--- config.mk ---
export PLATFORM = sky130hd
export DESIGN_NAME = rf_scrub_ctrl
export DESIGN_NICKNAME = d
export VERILOG_FILES = /design/src/rtl/rf_ft_pkg.sv /design/src/rtl/rf_fault_cnt_bank.sv /design/src/rtl/rf_scrub_ctrl.sv
export SDC_FILE = /design/constraint.sdc
export NUM_CORES = 1
export LEC_CHECK = 0
export BUFFER_PORTS_ARGS = -buffer_cell sky130_fd_sc_hd__buf_4
export CAP_MARGIN = 20
export CELL_PAD_IN_SITES_DETAIL_PLACEMENT = 1
export CELL_PAD_IN_SITES_GLOBAL_PLACEMENT = 1
export CORE_UTILIZATION = 48
export DETAILED_ROUTE_END_ITERATION = 16
export PLACE_DENSITY = 0.92
export SETUP_SLACK_MARGIN = 0.1
export SYNTH_ARGS = -nofsm -noshare
export SYNTH_HDL_FRONTEND = slang
export SYNTH_SLANG_ARGS = --single-unit
--- constraint.sdc ---
create_clock -name clk -period 5.3 [get_ports clk]
set_input_delay 0.265 -clock clk [delete_from_list [all_inputs] [get_ports clk]]
set_output_delay 0.265 -clock clk [all_outputs]
set_load 0.02 [all_outputs]
--- src/rtl/rf_ft_pkg.sv ---
// Shared types and constants for the register-file fault-tolerance blocks.
// Holds the scrub FSM state type and the scrub pointer wrap helper.
package rf_ft_pkg;

  localparam int         RF_NREGS       = 32;
  localparam logic [4:0] RF_FIRST_SCRUB = 5'd1;
  localparam int         SEC_CNT_W      = 16;

  typedef enum logic [2:0] {
    S_IDLE,
    S_WAIT,
    S_READ,
    S_WB,
    S_REMAP
  } rf_scrub_state_e;

  // x0 is hard-wired, so the walk skips it on wrap.
  function automatic logic [4:0] rf_next_ptr(input logic [4:0] p);
    return (p == 5'd31) ? RF_FIRST_SCRUB : p + 5'd1;
  endfunction

endpackage

--- src/rtl/rf_fault_cnt_bank.sv ---
// Per-location correction counters with a threshold-hit flag for the selected
// location; counters of locations already remapped are held at zero.
module rf_fault_cnt_bank
  import rf_ft_pkg::*;
#(
  parameter int THRESH = 4,
  parameter int CNT_W  = 4
) (
  input  logic                clk,
  input  logic                rst_n,
  input  logic                i_inc,
  input  logic                i_clr,
  input  logic [4:0]          i_addr,
  input  logic [RF_NREGS-1:0] i_damaged,
  output logic                o_hit
);

  localparam logic [CNT_W-1:0] CNT_MAX = '1;
  localparam logic [CNT_W-1:0] HIT_VAL = CNT_W'(THRESH - 1);

  logic [CNT_W-1:0] r_cnt [RF_NREGS];

  always_ff @(posedge clk or negedge rst_n) begin
    if (!rst_n) begin
      for (int i = 0; i < RF_NREGS; i++) r_cnt[i] <= '0;
    end else begin
      for (int i = 0; i < RF_NREGS; i++) begin
        if (i_damaged[i]) begin
          r_cnt[i] <= '0;
        end else if (i_clr && (i_addr == 5'(i))) begin
          r_cnt[i] <= '0;
        end else if (i_inc && (i_addr == 5'(i)) && (r_cnt[i] != CNT_MAX)) begin
          r_cnt[i] <= r_cnt[i] + CNT_W'(1);
        end
      end
    end
  end

  // Hit means this increment is the one that reaches THRESH.
  assign o_hit = i_inc & ~i_damaged[i_addr] & (r_cnt[i_addr] == HIT_VAL);

endmodule

--- src/rtl/rf_scrub_ctrl.sv ---
// Background scrubber: steals idle read port C / write port B cycles to walk
// x1..x31, write back corrected words and remap locations that keep failing.
module rf_scrub_ctrl
  import rf_ft_pkg::*;
#(
  parameter int THRESH = 4,
  parameter int CNT_W  = 4
) (
  input  logic                 clk,
  input  logic                 rst_n,
  input  logic                 scrub_en_i,
  input  logic [15:0]          interval_i,
  input  logic                 port_c_busy_i,
  input  logic                 port_b_busy_i,
  input  logic                 core_we_a_i,
  input  logic [4:0]           core_waddr_a_i,
  input  logic                 core_we_b_i,
  input  logic [4:0]           core_waddr_b_i,
  output logic                 scrub_re_o,
  output logic [4:0]           scrub_raddr_o,
  input  logic [31:0]          rdata_c_i,
  input  logic                 sec_c_i,
  input  logic                 ded_c_i,
  output logic                 scrub_we_o,
  output logic [4:0]           scrub_waddr_o,
  output logic [31:0]          scrub_wdata_o,
  input  logic                 load_damaged_i,
  input  logic [31:0]          damaged_init_i,
  output logic [31:0]          damaged_o,
  output logic                 damaged_upd_o,
  output logic [SEC_CNT_W-1:0] sec_count_o,
  output logic                 ded_flag_o,
  output logic [4:0]           ded_addr_o,
  input  logic                 ded_clr_i
);

  rf_scrub_state_e      r_state, w_next;
  logic [4:0]           r_ptr;
  logic [15:0]          r_timer;
  logic [4:0]           r_addr;
  logic [31:0]          r_data;
  logic                 r_stale;
  logic [RF_NREGS-1:0]  r_damaged;
  logic                 r_upd;
  logic [SEC_CNT_W-1:0] r_sec_cnt;
  logic                 r_ded_flag;
  logic [4:0]           r_ded_addr;

  logic                 w_sample, w_sec_ev, w_ded_ev;
  logic                 w_hit_ptr, w_hit_addr, w_cancel, w_wb_done;
  logic                 w_cnt_hit, w_load_timer, w_adv_ptr;
  logic [4:0]           w_bank_addr;
  logic [RF_NREGS-1:0]  w_remap_set;

  // A read is only issued while enabled, so a disable never drops a sampled error.
  assign w_sample   = (r_state == S_READ) & scrub_en_i & ~port_c_busy_i;
  assign w_ded_ev   = w_sample & ded_c_i;
  assign w_sec_ev   = w_sample & sec_c_i & ~ded_c_i;

  assign w_hit_ptr  = (core_we_a_i & (core_waddr_a_i == r_ptr)) |
                      (core_we_b_i & (core_waddr_b_i == r_ptr));
  assign w_hit_addr = (core_we_a_i & (core_waddr_a_i == r_addr)) |
                      (core_we_b_i & (core_waddr_b_i == r_addr));
  assign w_cancel   = (r_state == S_WB) & (r_stale | w_hit_addr);
  assign w_wb_done  = (r_state == S_WB) & (w_cancel | ~port_b_busy_i);

  assign w_bank_addr = (r_state == S_REMAP) ? r_addr : r_ptr;
  assign w_remap_set = (r_state == S_REMAP) ? (RF_NREGS'(1) << r_addr) : '0;

  rf_fault_cnt_bank #(.THRESH(THRESH), .CNT_W(CNT_W)) u_cnt_bank (
    .clk       (clk),
    .rst_n     (rst_n),
    .i_inc     (w_sec_ev),
    .i_clr     (r_state == S_REMAP),
    .i_addr    (w_bank_addr),
    .i_damaged (r_damaged),
    .o_hit     (w_cnt_hit)
  );

  always_comb begin
    w_next       = r_state;
    w_load_timer = 1'b0;
    w_adv_ptr    = 1'b0;
    case (r_state)
      S_IDLE: begin
        if (scrub_en_i) begin
          w_next       = S_WAIT;
          w_load_timer = 1'b1;
        end
      end
      S_WAIT: begin
        if (!scrub_en_i)          w_next = S_IDLE;
        else if (r_timer == '0)   w_next = S_READ;
      end
      S_READ: begin
        if (!scrub_en_i) begin
          w_next = S_IDLE;
        end else if (w_sec_ev) begin
          w_next = w_cnt_hit ? S_REMAP : S_WB;
        end else if (w_sample) begin
          w_next       = S_WAIT;
          w_adv_ptr    = 1'b1;
          w_load_timer = 1'b1;
        end
      end
      S_REMAP: w_next = S_WB;
      S_WB: begin
        if (w_wb_done) begin
          w_adv_ptr    = 1'b1;
          w_load_timer = scrub_en_i;
          w_next       = scrub_en_i ? S_WAIT : S_IDLE;
        end
      end
      default: w_next = S_IDLE;
    endcase
  end

  always_ff @(posedge clk or negedge rst_n) begin
    if (!rst_n) begin
      r_state <= S_IDLE;
      r_ptr   <= RF_FIRST_SCRUB;
      r_timer <= '0;
    end else begin
      r_state <= w_next;
      if (w_adv_ptr) r_ptr <= rf_next_ptr(r_ptr);
      if (w_load_timer)                              r_timer <= interval_i;
      else if ((r_state == S_WAIT) && (r_timer != '0)) r_timer <= r_timer - 16'd1;
    end
  end

  // Any core write to the latched location after it was read makes the write-back stale.
  always_ff @(posedge clk or negedge rst_n) begin
    if (!rst_n) begin
      r_addr  <= RF_FIRST_SCRUB;
      r_data  <= '0;
      r_stale <= 1'b0;
    end else if (w_sec_ev) begin
      r_addr  <= r_ptr;
      r_data  <= rdata_c_i;
      r_stale <= w_hit_ptr;
    end else if (w_wb_done) begin
      r_stale <= 1'b0;
    end else if (((r_state == S_REMAP) || (r_state == S_WB)) && w_hit_addr) begin
      r_stale <= 1'b1;
    end
  end

  always_ff @(posedge clk or negedge rst_n) begin
    if (!rst_n) begin
      r_damaged  <= '0;
      r_upd      <= 1'b0;
      r_sec_cnt  <= '0;
      r_ded_flag <= 1'b0;
      r_ded_addr <= '0;
    end else begin
      r_damaged <= (load_damaged_i ? damaged_init_i : r_damaged) | w_remap_set;
      r_upd     <= (r_state == S_REMAP);
      if (w_sec_ev && (r_sec_cnt != '1)) r_sec_cnt <= r_sec_cnt + SEC_CNT_W'(1);
      // A new uncorrectable read beats a simultaneous clear.
      if (w_ded_ev && (!r_ded_flag || ded_clr_i)) begin
        r_ded_flag <= 1'b1;
        r_ded_addr <= r_ptr;
      end else if (ded_clr_i) begin
        r_ded_flag <= 1'b0;
        r_ded_addr <= '0;
      end
    end
  end

  assign scrub_re_o    = w_sample;
  assign scrub_raddr_o = r_ptr;
  assign scrub_we_o    = (r_state == S_WB) & ~port_b_busy_i & ~w_cancel;
  assign scrub_waddr_o = r_addr;
  assign scrub_wdata_o = r_data;
  assign damaged_o     = r_damaged;
  assign damaged_upd_o = r_upd;
  assign sec_count_o   = r_sec_cnt;
  assign ded_flag_o    = r_ded_flag;
  assign ded_addr_o    = r_ded_addr;

endmodule

==> Flow_metrics.wiki <==
{| class="wikitable"
! Metric !! Value
|-
| Worst-path maximum fanout || 17
|-
| Initial antenna violation count || 0
|-
| Termination of the worst setup path || r_state[1]
|-
| Cell area after placement || 0.0150 mm^2
|-
| Maximum number of pins on one net before global-route repair || 132
|-
| Power per Cell Area || 384 mW/mm^2
|-
| Pre-CTS setup slack || 1.47 ns
|-
| DRT Pass-1 Iters || 5
|-
| Leading post-synthesis cells by instance count || sky130_fd_sc_hd__dfrtp_1 (243), sky130_fd_sc_hd__nand2_1 (176), sky130_fd_sc_hd__nor2_1 (165), sky130_fd_sc_hd__xor2_1 (84), sky130_fd_sc_hd__mux2i_1 (74)
|-
| Total internal power || 3.91 mW
|-
| Rel. slew slack || 28.7%
|-
| Share of async-settable or async-resettable flops after synthesis || 100%
|-
| Leading cell types by total area after synthesis || sky130_fd_sc_hd__dfrtp_1 (46%), sky130_fd_sc_hd__mux2i_1 (5.6%), sky130_fd_sc_hd__xor2_1 (5.6%)
|-
| Combinational power share || 31.6%
|-
| Vias || 12300
|-
| Netlist area before placement || 0.0132 mm^2
|-
| Starting utilization of the core area || 48.9%
|-
| WL/cell || 25.5 um
|-
| Critical R2R Launch || r_state[2]
|-
| Horizontal extent of the die || 168 um
|-
| Total negative slack || 0 ns
|-
| Origin of the worst setup path || r_state[2]
|-
| Register clock-pin slew on the reported worst setup and hold paths || 0.06 ns
|-
| Register area share after synthesis || 46.4%
|-
| Dominant cell type by area after synthesis || sky130_fd_sc_hd__dfrtp_1
|-
| Clock latency of the later-clocked register in the worst-skew pair || 0.55 ns
|-
| Run status || finished clean
|-
| Count of endpoints failing setup in the final report || 0
|-
| Clock Tree Root || sky130_fd_sc_hd__clkbuf_16
|-
| Routability-driven placement congestion ratio || 0.876
|-
| Vias per inst || 6.31
|-
| Slack of the worst reg-to-reg path || 1.24 ns
|-
| Final cell count without fillers || 1955
|-
| First-pass GRT wire length || 78.0 mm
|-
| Critical path endpoint category || flop
|-
| Number of standard cells after synthesis || 1328
|-
| Post-route total power || 6.40 mW
|-
| Antenna diodes || 0
|-
| Placed insts || 1826
|-
| Reg2Reg Capture Point || r_state[1]
|-
| Worst setup path category || flop to flop
|-
| DRC || 0
|-
| Most frequent cell after synthesis || sky130_fd_sc_hd__dfrtp_1
|-
| H-tree depth || 1
|-
| Total net switching power || 2.49 mW
|-
| Leakage Power || 7.59 nW
|-
| Final core area utilization || 61.6%
|-
| Reg2Reg Depth || 8
|-
| Startpoint type of the worst setup path || flop
|-
| Area inside the core boundary || 0.0270 mm^2
|-
| TritonCTS clock tree || yes
|-
| Post-CTS setup buffer count || 0
|-
| Flops & latches, synth || 245
|-
| Fraction of final layout cells sized beyond drive strength 1 || 19.5%
|-
| Busiest metal layer after global routing || met2
|-
| Final hold violation count || 0
|-
| Row cnt || 60
|-
| Period utilisation layout || 76.7%
|-
| Post-synthesis average cell area || 9.96 um^2
|-
| Least-Margin Pin Slew || 1.07 ns
|-
| Largest clock skew in the final design || 0.0197 ns
|-
| Number of buffers inserted during clock tree synthesis || 27
|-
| Portion of total power attributed to the clock network || 29.3%
|-
| Area grow syn2layout || 26.0%
|-
| Vias in the first global route || 13600
|-
| Post-synth EDFFs || 0
|-
| Total global-route track usage || 35.5%
|-
| Switching share of power || 38.9%
|-
| Fraction of met1 tracks used by global routing || 41.7%
|-
| Worst-case setup margin in the final layout || 1.24 ns
|-
| FMAX || 246 MHz
|-
| Max clock buf depth || 3
|-
| Final HPWL DP || 29.9 mm
|-
| Cell variety after synth || 76
|-
| Clock sink count || 245
|-
| GR Layer Usage met3 || 5.83%
|-
| Unrepaired setup endpoints after global routing || no
|-
| Number of violations of the max-capacitance limit || 0
|-
| Final Instance Area || 0.0167 mm^2
|-
| Number of nets in the synthesized netlist || 1465
|-
| CTS resizes || 0
|-
| Share of total power in sequential cells || 39.1%
|-
| Ports placed on the boundary || 200
|-
| Top cell type's share of synthesized area || 46.0%
|-
| Overall routed net length || 49.8 mm
|-
| Final Net Count || 1733
|-
| Residual antenna-violating net count after detailed routing || 0
|-
| Number of DRC markers in iteration 0 || 983
|-
| Total grt overflow || 0
|-
| Port Buf Inserts || 199
|-
| Min Hold Slack || 0.0524 ns
|-
| Synth warn || 0
|-
| Number of pins exceeding their max-slew limit in the final report || 0
|-
| Required time of the critical path || 5.71 ns
|-
| Die Height || 168 um
|-
| Worst Hold Class || input pin to flop
|-
| Largest vdd supply drop || 223 uV
|-
| Critical Path AT || 4.47 ns
|-
| Total die area || 0.0282 mm^2
|-
| Primary flip-flop cell chosen by synthesis mapping || sky130_fd_sc_hd__dfrtp_1
|-
| Met2 demand-to-capacity share in global routing || 62.2%
|-
| Minimum period implied by the final worst setup slack || 4.06 ns
|}
==> power by group through the flow <==
| stage | Sequential (mW) | Clock, mW | Combinational (mW) |
|---|---|---|---|
| final | 2.50 | 1.88 | 2.02 |
| after global routing | 2.52 | 1.96 | 2.13 |
| after CTS | 2.45 | 1.86 | 1.91 |
| after detailed placement | 2.48 | 0 | 1.84 |
| after global placement | 2.45 | 0 | 1.76 |
| after floorplan | 2.52 | 0 | 0.963 |
==> worst max-delay path: stages, from the launching register on <==
cell and delay (ns):
sky130_fd_sc_hd__dfrtp_1 0.62, sky130_fd_sc_hd__or3b_1 0.65, sky130_fd_sc_hd__a21oi_2 0.85, sky130_fd_sc_hd__mux2_2 0.43, sky130_fd_sc_hd__a2111oi_0 0.38, sky130_fd_sc_hd__o2111ai_1 0.19
sky130_fd_sc_hd__nor4bb_1 0.42, sky130_fd_sc_hd__a21oi_1 0.17, sky130_fd_sc_hd__o2bb2ai_1 0.21
==> cells in the final DEF, fill, tap and decap left out, drive strengths merged, types with 13 or more instances in the layout <==
master / instances
inv: 21
o21ai: 70
nand4: 48
clkbuf: 39
buf: 209
xnor2: 54
nand2: 176
dlygate4sd3: 82
a311oi: 34
nor2: 165
xor2: 84
mux2i: 75
ha: 36
nor3: 21
dfrtp: 243
nor4: 16
a21oi: 23
o21bai: 27
nand3: 24
nor3b: 13
==> registers in the layout (all words and copies together), names as in the netlist <==
signal / cells
u_cnt_bank.r_cnt: 128
damaged_o: 32
scrub_wdata_o: 32
r_timer: 16
sec_count_o: 16
ded_addr_o: 5
scrub_raddr_o: 5
scrub_waddr_o: 5
r_state: 3
damaged_upd_o: 1
ded_flag_o: 1
r_stale: 1
==> timing repair <==
action | CTS | global route
hold buffers | 82 | 0
endpoints found under the hold margin | 208 | 0
endpoints found under the setup margin | 0 | 0
==> routing by layer <==
metal / vias up / wire (um) / part of all wire (%)
met3: 209 / 3640 / 7.3
met2: 685 / 24400 / 49
met5: - / 0 / 0
met1: 6196 / 19000 / 38
li1: 5243 / - / -
met4: 0 / 2700 / 5.4
==> how the worst min path moves through the flow <==
stage	startpoint	to	slack, ns	cells past startpoint
2_1_floorplan	rst_n	damaged_o[0]	-0.03	0
3_3_place_gp	rdata_c_i[25]	scrub_wdata_o[25]	0.45	3
3_5_place_dp	rst_n	sec_count_o[9]	0.46	1
4_1_cts	ded_clr_i	ded_addr_o[2]	0.05	3
5_1_grt	ded_clr_i	ded_addr_o[2]	0.08	3
6_report	ded_clr_i	ded_addr_o[2]	0.05	3
==> kinds of logic after synthesis <==
logic type	share of synthesized area (%)
mux	6.62
flops	46.4
compound gates	12.4
buf+inv	2.39
xor+xnor	9.14
fa+ha+maj	3.41
simple gates	19.6
==> final cells by class <==
cell class              instances  area, um^2
inverters                      21        78.8
multi-input cells            1010        6780
clock inverters                 8        65.1
flip-flops and latches        245        6130
repair buffers                291        2400
clock buffers                  39         781
fillers                      2951       10400
well taps                     341         427
Note: power is estimated with default switching activity, not from simulation.
